`config.mk`:
```
export PLATFORM = sky130hd
export DESIGN_NAME = ps2_key_sequencer
export DESIGN_NICKNAME = d
export VERILOG_FILES = /design/src/rtl/ps2_key_pkg.sv /design/src/rtl/ps2_key_sequencer.sv
export SDC_FILE = /design/constraint.sdc
export NUM_CORES = 1
export LEC_CHECK = 0
export BUFFER_PORTS_ARGS = -buffer_cell sky130_fd_sc_hd__buf_4
export CORE_MARGIN = 2
export CORE_UTILIZATION = 57
export DETAILED_ROUTE_END_ITERATION = 12
export GPL_TIMING_DRIVEN = 0
export MAX_ROUTING_LAYER = met4
export PLACE_DENSITY = 0.76
export SETUP_SLACK_MARGIN = 0.3
export SYNTH_ARGS = -nofsm -noshare
export SYNTH_HDL_FRONTEND = slang
export SYNTH_SLANG_ARGS = --single-unit
```
`constraint.sdc`:
```
create_clock -name clk -period 2.6 [get_ports clk]
set_input_delay 0.26 -clock clk [delete_from_list [all_inputs] [get_ports clk]]
set_output_delay 0.26 -clock clk [all_outputs]
set_load 0.02 [all_outputs]
```
`src/rtl/ps2_key_pkg.sv`:
```
// Shared types and scan-code constants for the PS/2 key sequencer.
package ps2_key_pkg;

    typedef enum logic [1:0] {
        S_IDLE,
        S_POP,
        S_GAP,
        S_DEC
    } seq_state_t;

    localparam logic [7:0] PS2_EXT  = 8'hE0;
    localparam logic [7:0] PS2_BRK  = 8'hF0;
    localparam logic [7:0] PS2_ERR0 = 8'h00;
    localparam logic [7:0] PS2_ERR1 = 8'hFF;

endpackage

```
`src/rtl/ps2_key_sequencer.sv`:
```
// Pops bytes from the PS/2 receiver FIFO, parses E0/F0 prefixes,
// tracks the held key and counts presses.
module ps2_key_sequencer
    import ps2_key_pkg::*;
#(
    parameter int CNT_W       = 8,
    parameter int TIMEOUT_CYC = 1000000
) (
    input  logic             clk,
    input  logic             reset,
    input  logic             rx_ready,
    input  logic [7:0]       rx_data,
    input  logic             rx_overflow,
    output logic             rx_next_n,
    input  logic             clr_err,
    output logic [7:0]       key_code,
    output logic             key_ext,
    output logic             key_held,
    output logic [CNT_W-1:0] press_cnt,
    output logic             evt_make,
    output logic             evt_break,
    output logic             err_overflow
);

    localparam int TMO_W = $clog2(TIMEOUT_CYC + 1);
    localparam logic [TMO_W-1:0] TMO_LAST = TMO_W'(TIMEOUT_CYC - 1);

    seq_state_t       state, state_d;
    logic [7:0]       byte_q, byte_d;
    logic             pend_ext, pend_ext_d;
    logic             pend_brk, pend_brk_d;
    logic [TMO_W-1:0] tmo_cnt, tmo_d;
    logic             next_n_d;
    logic [7:0]       code_d;
    logic             ext_d, held_d;
    logic [CNT_W-1:0] cnt_d;
    logic             make_d, brk_d, err_d;
    logic             is_data, same_key;

    assign is_data  = (byte_q != PS2_EXT) && (byte_q != PS2_BRK) &&
                      (byte_q != PS2_ERR0) && (byte_q != PS2_ERR1);
    assign same_key = key_held && (byte_q == key_code) &&
                      (pend_ext == key_ext);

    always_comb begin
        state_d    = state;
        byte_d     = byte_q;
        pend_ext_d = pend_ext;
        pend_brk_d = pend_brk;
        tmo_d      = tmo_cnt;
        next_n_d   = 1'b1;
        code_d     = key_code;
        ext_d      = key_ext;
        held_d     = key_held;
        cnt_d      = press_cnt;
        make_d     = 1'b0;
        brk_d      = 1'b0;
        err_d      = err_overflow;
        if (clr_err)
            err_d = 1'b0;
        unique case (state)
            S_IDLE: begin
                if (rx_ready) begin
                    byte_d   = rx_data;
                    next_n_d = 1'b0;
                    tmo_d    = '0;
                    state_d  = S_POP;
                end else if (pend_ext || pend_brk) begin
                    if (tmo_cnt == TMO_LAST) begin
                        pend_ext_d = 1'b0;
                        pend_brk_d = 1'b0;
                        tmo_d      = '0;
                    end else begin
                        tmo_d = tmo_cnt + 1'b1;
                    end
                end
            end
            S_POP: state_d = S_GAP;
            S_GAP: state_d = S_DEC;
            S_DEC: begin
                state_d = S_IDLE;
                unique case (1'b1)
                    byte_q == PS2_EXT: pend_ext_d = 1'b1;
                    byte_q == PS2_BRK: pend_brk_d = 1'b1;
                    (byte_q == PS2_ERR0) || (byte_q == PS2_ERR1): begin
                        err_d      = 1'b1;
                        pend_ext_d = 1'b0;
                        pend_brk_d = 1'b0;
                    end
                    is_data && pend_brk: begin
                        if (same_key) begin
                            held_d = 1'b0;
                            brk_d  = 1'b1;
                        end
                        pend_ext_d = 1'b0;
                        pend_brk_d = 1'b0;
                    end
                    is_data && !pend_brk: begin
                        // a repeat of the held key is typematic, not a press
                        if (!same_key) begin
                            code_d = byte_q;
                            ext_d  = pend_ext;
                            held_d = 1'b1;
                            cnt_d  = press_cnt + 1'b1;
                            make_d = 1'b1;
                        end
                        pend_ext_d = 1'b0;
                        pend_brk_d = 1'b0;
                    end
                    default: ;
                endcase
            end
            default: state_d = S_IDLE;
        endcase
        // overflow wins over any prefix captured this cycle
        if (rx_overflow) begin
            err_d      = 1'b1;
            pend_ext_d = 1'b0;
            pend_brk_d = 1'b0;
            tmo_d      = '0;
        end
    end

    always_ff @(posedge clk or posedge reset) begin
        if (reset) begin
            state        <= S_IDLE;
            byte_q       <= 8'h00;
            pend_ext     <= 1'b0;
            pend_brk     <= 1'b0;
            tmo_cnt      <= '0;
            rx_next_n    <= 1'b1;
            key_code     <= 8'h00;
            key_ext      <= 1'b0;
            key_held     <= 1'b0;
            press_cnt    <= '0;
            evt_make     <= 1'b0;
            evt_break    <= 1'b0;
            err_overflow <= 1'b0;
        end else begin
            state        <= state_d;
            byte_q       <= byte_d;
            pend_ext     <= pend_ext_d;
            pend_brk     <= pend_brk_d;
            tmo_cnt      <= tmo_d;
            rx_next_n    <= next_n_d;
            key_code     <= code_d;
            key_ext      <= ext_d;
            key_held     <= held_d;
            press_cnt    <= cnt_d;
            evt_make     <= make_d;
            evt_break    <= brk_d;
            err_overflow <= err_d;
        end
    end

endmodule

```
==> results of run 1 <==
==> through the flow <==
stage / instances / worst slack [ps]
5_1_grt: 352 / 307.0
3_5_place_dp: 343 / 505.2
4_1_cts: 352 / 488.9
2_1_floorplan: 255 / 803.3
3_3_place_gp: 342 / 322.0
6_report: 352 / 502.8
==> worst max-delay path, delay by kind of cell, from the launching register on <==
kind	cells	cell delay, ps
simple gates	2	360
compound gates	2	580
flops	1	420
fa+ha+maj	1	240
buf+inv	2	380
==> layout make-up <==
class / instances / area [sq um] / share of cell area
sequential: 54 / 1353 / 0.4266
multi-input combinational: 184 / 1289 / 0.4065
timing repair buffer: 35 / 277.8 / 0.08761
clock buffer: 6 / 72.57 / 0.02289
tap: 54 / 67.56 / 0.02131
inverter: 11 / 41.29 / 0.01302
clock inverter: 2 / 37.54 / 0.01184
buffer: 6 / 32.53 / 0.01026
==> report_power, final <==
part / internal (W) / leakage, nW / switching, W
Combinational: 0.000534 / 0.637 / 0.000597
Clock: 0.000288 / 0.0514 / 0.000274
Sequential: 0.00106 / 0.694 / 0.000254
==> worst paths after layout <==
path,to,slack [ps],depth (start not counted),from
max,tmo_cnt[10],500,7,state[1]
min,byte_q[0],170,2,rx_data[0]
max reg2reg,tmo_cnt[10],500,7,state[1]
min reg2reg,press_cnt[7],480,1,press_cnt[7]
max in group asynchronous,rx_next_n,1520,4,reset
min in group asynchronous,byte_q[1],480,3,reset
==> cell families after synthesis <==
kind of cell               Yosys count
AOI/OAI and AO/OA                   42
buffers and inverters               17
adders and majority gates            5
and+or+nand+nor                     97
muxes                               17
xor gates and xnor gates            23
DFF                                 54
==> flip-flops by register name, summed over array words and instances, names as in the netlist <==
signal        count
pend_ext          1
tmo_cnt          20
key_ext           1
err_overflow      1
pend_brk          1
key_held          1
rx_next_n         1
evt_break         1
press_cnt         8
byte_q            8
state             2
evt_make          1
key_code          8
==> layout by cell type (no fill, tap or decap), drive strengths merged, types with 8 or more instances in the layout <==
cell type   n
o21ai      12
nand3      12
clkbuf      8
inv        11
buf        38
xnor2      14
nor4        8
mux2       17
xor2        9
nand2      21
dfrtp      53
a21oi       8
nor2       21
==> per-layer routing <==
| layer | track usage | vias to the layer above | wire length [um] |
|---|---|---|---|
| li1 | - | 1000 | - |
| met1 | 0.2869 | 979 | 2469 |
| met2 | 0.3624 | 41 | 2571 |
| met3 | 0.03867 | 9 | 148 |
| met4 | 0.08642 | 0 | 100 |
| met5 | - | - | 0 |
==> repair_timing <==
action                                  CTS  global route
endpoints found under the setup margin    0             0
hold buffers                              1             0
endpoints found under the hold margin    15             0
==> summary.md, run 1 <==
| Metric | Value |
|---|---|
| Status | complete, no violations |
| Syn_area_per_cell | 10.65 sq um |
| Most frequent cell after synthesis | dfrtp_1 |
| Clk sinks | 54 |
| Post-cts resize count | 0 |
| Simple-Gate Fraction of Synth Area | 0.1968 |
| Vias in the first global route | 1971 |
| Top_reg_cell synth | dfrtp_1 |
| Clock Root Buffer | clkbuf_8 |
| # port buffers | 33 |
| Post-DP Area | 3050 sq um |
| Final period util | 0.8066 |
| Hold slack | 170.6 ps |
| CP max stage cell | dfrtp_1 |
| DRC | 0 |
| Synth top area cells | dfrtp_1 (49%), xnor2_1 (4.5%), mux2_1 (3.7%), mux2_2 (3.3%), nand2_1 (2.9%) |
| # rows | 25 |
| Io pins | 35 |
| Leading area contributor after synthesis | dfrtp_1 |
| Initial DRC count | 84 |
| Core Area | 4661 sq um |
| Fin. max-slew vios | 0 |
| Relative slew slack | 0.5859 |
| Fraction of layout cells with a size suffix above 1 | 0.2114 |
| Dpl hpwl | 3856 um |
| Fin util | 0.6803 |
| Average via count per standard cell | 5.764 |
| Fmax | 476.8 MHz |
| CP max stage delay | 420 ps |
| Maximum vdd drop | 0.5113 mV |
| FF+latch count, synth | 54 |
| Cell-by-cell trace of the critical path | inv_1 -> ha_1 -> o31a_1 -> or2_2 -> clkbuf_1 -> nand2_1 -> o311ai_0 |
| Max FO, Critical Path | 8 |
| Shortest period the worst path allows | 2097 ps |
| Routed len/inst | 15.03 um |
| Die Wd | 73.02 um |
| Initial Utilization | 0.5826 |
| Clock Latency Late Sink | 310 ps |
| Final hold vios | 0 |
| Largest family of logic cells by synthesized area | simple AND/OR/NAND/NOR gates |
| Global-route wire length before repair | 9101 um |
| Routability cong. | 0.8463 |
| Leakage | 1.382 nW |
| Post-CTS Setup Bufs | 0 |
| TritonCTS Buffers | 5 |
| Fin nets | 315 |
| Post-Route WL | 5290 um |
| Design Area, Final | 3171 sq um |
| Syn Nets | 273 |
| Crit path DAT | 2290 ps |
| Clk slew on worst S/H paths | 100 ps |
| TNS Setup | 0 ps |
| Critical Path Start Type | flip-flop |
| H-tree lvl count | 2 |
| Synth-to-Final Area Change | 16.77% |
| Mapped Area | 2715 sq um |
| Clock Skew | 14.78 ps |
| Worst EP required | 2790 ps |
| RSZ-0062 raised after global routing | false |
| Adder-Cell Fraction of Synth Area | 0.02304 |
| Async set or reset register ratio after synthesis | 1.000 |
| Crit end category | flip-flop |
| Largest net degree at the start of global routing | 40 |
| Initial antenna violation count | 0 |
| Compound-cell area share of the yosys netlist | 0.1101 |
| Fill count | 365 |
| CTS tree | built |
| Power Density | 949.8 nW/um^2 |
| Area share of the largest cell type after synthesis | 0.4885 |
| Router iterations before antenna repair | 4 |
| Global-route usage over all layers | 0.2260 |
| Design Power | 0.003011 W |
| DIE AREA | 5331 sq um |
| Crit Path Class | reg2reg |
| Mux cell area share after synthesis | 0.07051 |
| Most frequent cells after synthesis | dfrtp_1 (53), nand2_1 (21), nor2_1 (20) |
| Xor/xnor share of the synthesized area | 0.07419 |
| YS warnings | 0 |
| Setup-failing EPs final | 0 |
| CTS Buffer Depth | 2 |
| Global route overflow | 0 |
| Seq/Total Area, Yosys | 0.4982 |
| Antenna diodes | 0 |
| Number of synthesized flops with an enable pin | 0 |
| Cells after Synth | 255 |
| Max-Cap Viols | 0 |
| Via count | 2029 |
| Routed Antenna Nets | 0 |
| Synth cell types | 50 |
| Class of the worst hold path | in2reg |
| Worst-Margin Slew | 620.6 ps |
| Die Height | 73.02 um |
No activity file was read; power rests on OpenSTA's default activity.
==> inputs of run 2 (changes only) <==
clock period = 2 ns   (was 2.6 ns; I/O delays follow)
==> run 2 against run 1 <==
First-iteration DRC count grew 63%. Sequential power grew 39%. Non-clock buffer count increased by 27. Critical path type unchanged. Largest power group is now combinational cells.
==> summary.md, run 2 (synthesis results as in run 1) <==
| Metric | Value |
|---|---|
| Post-DP Area | 3108 sq um (+1.9%) |
| # port buffers | 33 (unchanged) |
| Clk slew on worst S/H paths | 90 ps (about the same) |
| Class of the worst hold path | in2reg |
| # rows | 25 (unchanged) |
| Shortest period the worst path allows | 1838 ps (-258.9 ps) |
| Clock Latency Late Sink | 310 ps (about the same) |
| Initial DRC count | 137 (+63%) |
| Global-route usage over all layers | 0.2519 (+0.02587) |
| Crit end category | flip-flop |
| DIE AREA | 5331 sq um (unchanged) |
| Worst-Margin Slew | 451.6 ps (-169.0 ps) |
| Io pins | 35 (unchanged) |
| Router iterations before antenna repair | 4 (unchanged) |
| DRC | 0 (unchanged) |
| Crit Path Class | reg2reg |
| Final period util | 0.9191 (+0.1125) |
| Dpl hpwl | 3871 um (+0.39%) |
| H-tree lvl count | 2 (unchanged) |
| Hold slack | 116.2 ps (-54.42 ps) |
| Average via count per standard cell | 5.916 (+2.6%) |
| CTS tree | built |
| Die Height | 73.02 um (unchanged) |
| Status | complete, no violations |
| Initial antenna violation count | 0 (unchanged) |
| Synth-to-Final Area Change | 39.82% |
| Clock Root Buffer | clkbuf_8 |
| Switching power | 0.001771 W (+57%) |
| Clock Skew | 4.977 ps (-9.805 ps) |
| Vias in the first global route | 2100 (+6.5%) |
| Routability cong. | 0.8163 (-3.5%) |
| Largest register FFs | 20 (unchanged) |
| Design Power | 0.004717 W (+57%) |
| Fin nets | 342 (+8.6%) |
| Setup-failing EPs final | 0 (unchanged) |
| Via count | 2242 (+10%) |
| Fraction of layout cells with a size suffix above 1 | 0.4831 (+0.2717) |
| Relative slew slack | 0.6979 (+0.1121) |
| Routed len/inst | 17.92 um (+19%) |
| Register share of total power | 0.391 (-0.047) |
| TritonCTS Buffers | 5 (unchanged) |
| Sw Ratio | 0.3754 (+0.001723) |
| Max-Cap Viols | 0 (unchanged) |
| CTS Buffer Depth | 2 (unchanged) |
| Fin. max-slew vios | 0 (unchanged) |
| Global route overflow | 0 (unchanged) |
| Critical Path Start Type | flip-flop |
| Crit path DAT | 2030 ps (-260 ps) |
| Global-route wire length before repair | 10070 um (+11%) |
| RSZ-0062 raised after global routing | true |
| Max FO, Critical Path | 5 (-3) |
| Fill count | 300 (-18%) |
| Clk sinks | 54 (unchanged) |
| Fmax | 544.0 MHz (+14%) |
| Largest register by flop count | tmo_cnt |
| Maximum vdd drop | 0.5573 mV (+9.0%) |
| Post-Route WL | 6790 um (+28%) |
| Routed Antenna Nets | 0 (unchanged) |
| Most frequent cells in the layout | buf_4 (56), dfrtp_1 (39), nand2_1 (19) |
| Core Area | 4661 sq um (unchanged) |
| Leakage | 1.640 nW (+19%) |
| Power Density | 1243 nW/um^2 (+31%) |
| Worst EP required | 2190 ps (-600 ps) |
| Commonest non-fill, non-tap cell in the layout | buf_4 |
| Logic pwr share | 0.448 (+0.073) |
| Antenna diodes | 0 (unchanged) |
| Int Power | 0.002946 W (+56%) |
| Die Wd | 73.02 um (unchanged) |
| Initial Utilization | 0.5826 (unchanged) |
| Largest net degree at the start of global routing | 44 (+10%) |
| Final hold vios | 0 (unchanged) |
| Design Area, Final | 3796 sq um (+20%) |
| Clock network power share | 0.161 (-0.025) |
-- run 2: cell types whose count changed in the layout (fill, tap and decap cells not counted), sizes merged --
cell | before | now
buf | 38 | 66
clkinvlp | 1 | 0
-- run 2: layer usage --
metal / up-vias / global-route usage / share of wire
li1: 1056 / - / -
met1: 1107 / 0.3156 / 0.42
met2: 67 / 0.4094 / 0.52
met3: 12 / 0.04696 / 0.036
met4: 0 / 0.08848 / 0.023
met5: - / - / 0
-- run 2: cell type report --
class / instances / area, sq um / area share
Multi-Input combinational cell: 184 / 1648 / 0.4341
Sequential cell: 54 / 1370 / 0.3609
Timing Repair Buffer: 62 / 503.0 / 0.1325
Clock buffer: 7 / 86.33 / 0.02274
Tap cell: 54 / 67.56 / 0.01780
Buffer: 6 / 50.05 / 0.01318
Inverter: 11 / 41.29 / 0.01088
Clock inverter: 1 / 30.03 / 0.007910
-- run 2: power groups by stage --
stage | Clock, W | Combinational (W) | Sequential [W]
finish | 0.000761 | 0.00211 | 0.00184
global route | 0.000816 | 0.00228 | 0.00189
CTS | 0.000771 | 0.00184 | 0.00180
detailed placement | 0 | 0.00153 | 0.00178
global placement | 0 | 0.00148 | 0.00176
floorplan | 0 | 0.000895 | 0.00189
-- run 2: metrics by stage --
step	TNS [ps]	util	worst slack [ps]	std cells
final	0	0.8145	161.7	379
after global routing	0	0.8145	56.76	379
after CTS	0	0.7576	237.9	369
after detailed placement	-379.3	0.6668	-70.80	343
after global placement	-10980	0.6626	-365.4	342
after floorplan	0	-	287.8	255
-- run 2: path summary, 6_finish.rpt --
path | from | to | slack, ps | cells after the start
worst max-delay path | tmo_cnt[6] | tmo_cnt[12] | 160 | 6
worst min-delay path | rx_data[1] | byte_q[1] | 120 | 2
worst max register to register | tmo_cnt[6] | tmo_cnt[12] | 160 | 6
worst min register to register | press_cnt[7] | press_cnt[7] | 480 | 1
max in group asynchronous | reset | rx_next_n | 1060 | 4
min in group asynchronous | reset | tmo_cnt[1] | 390 | 3
-- run 2: what timing repair did --
action / 4_1_cts / 5_1_grt
buffers inserted: 16 / 10
hold endpoints to repair: 11 / 0
endpoints found under the setup margin: 40 / 41
pin swaps: 16 / 30
hold buffers: 1 / 0
resized for setup: 41 / 49
gates cloned: 1 / 0
-- run 2: critical path, stage by stage, from the launching register on --
cell	delay [ps]
dfrtp_1	420
nand3b_1	250
nor4bb_4	410
a211oi_4	160
buf_4	170
a41oi_1	250
a31oi_1	60
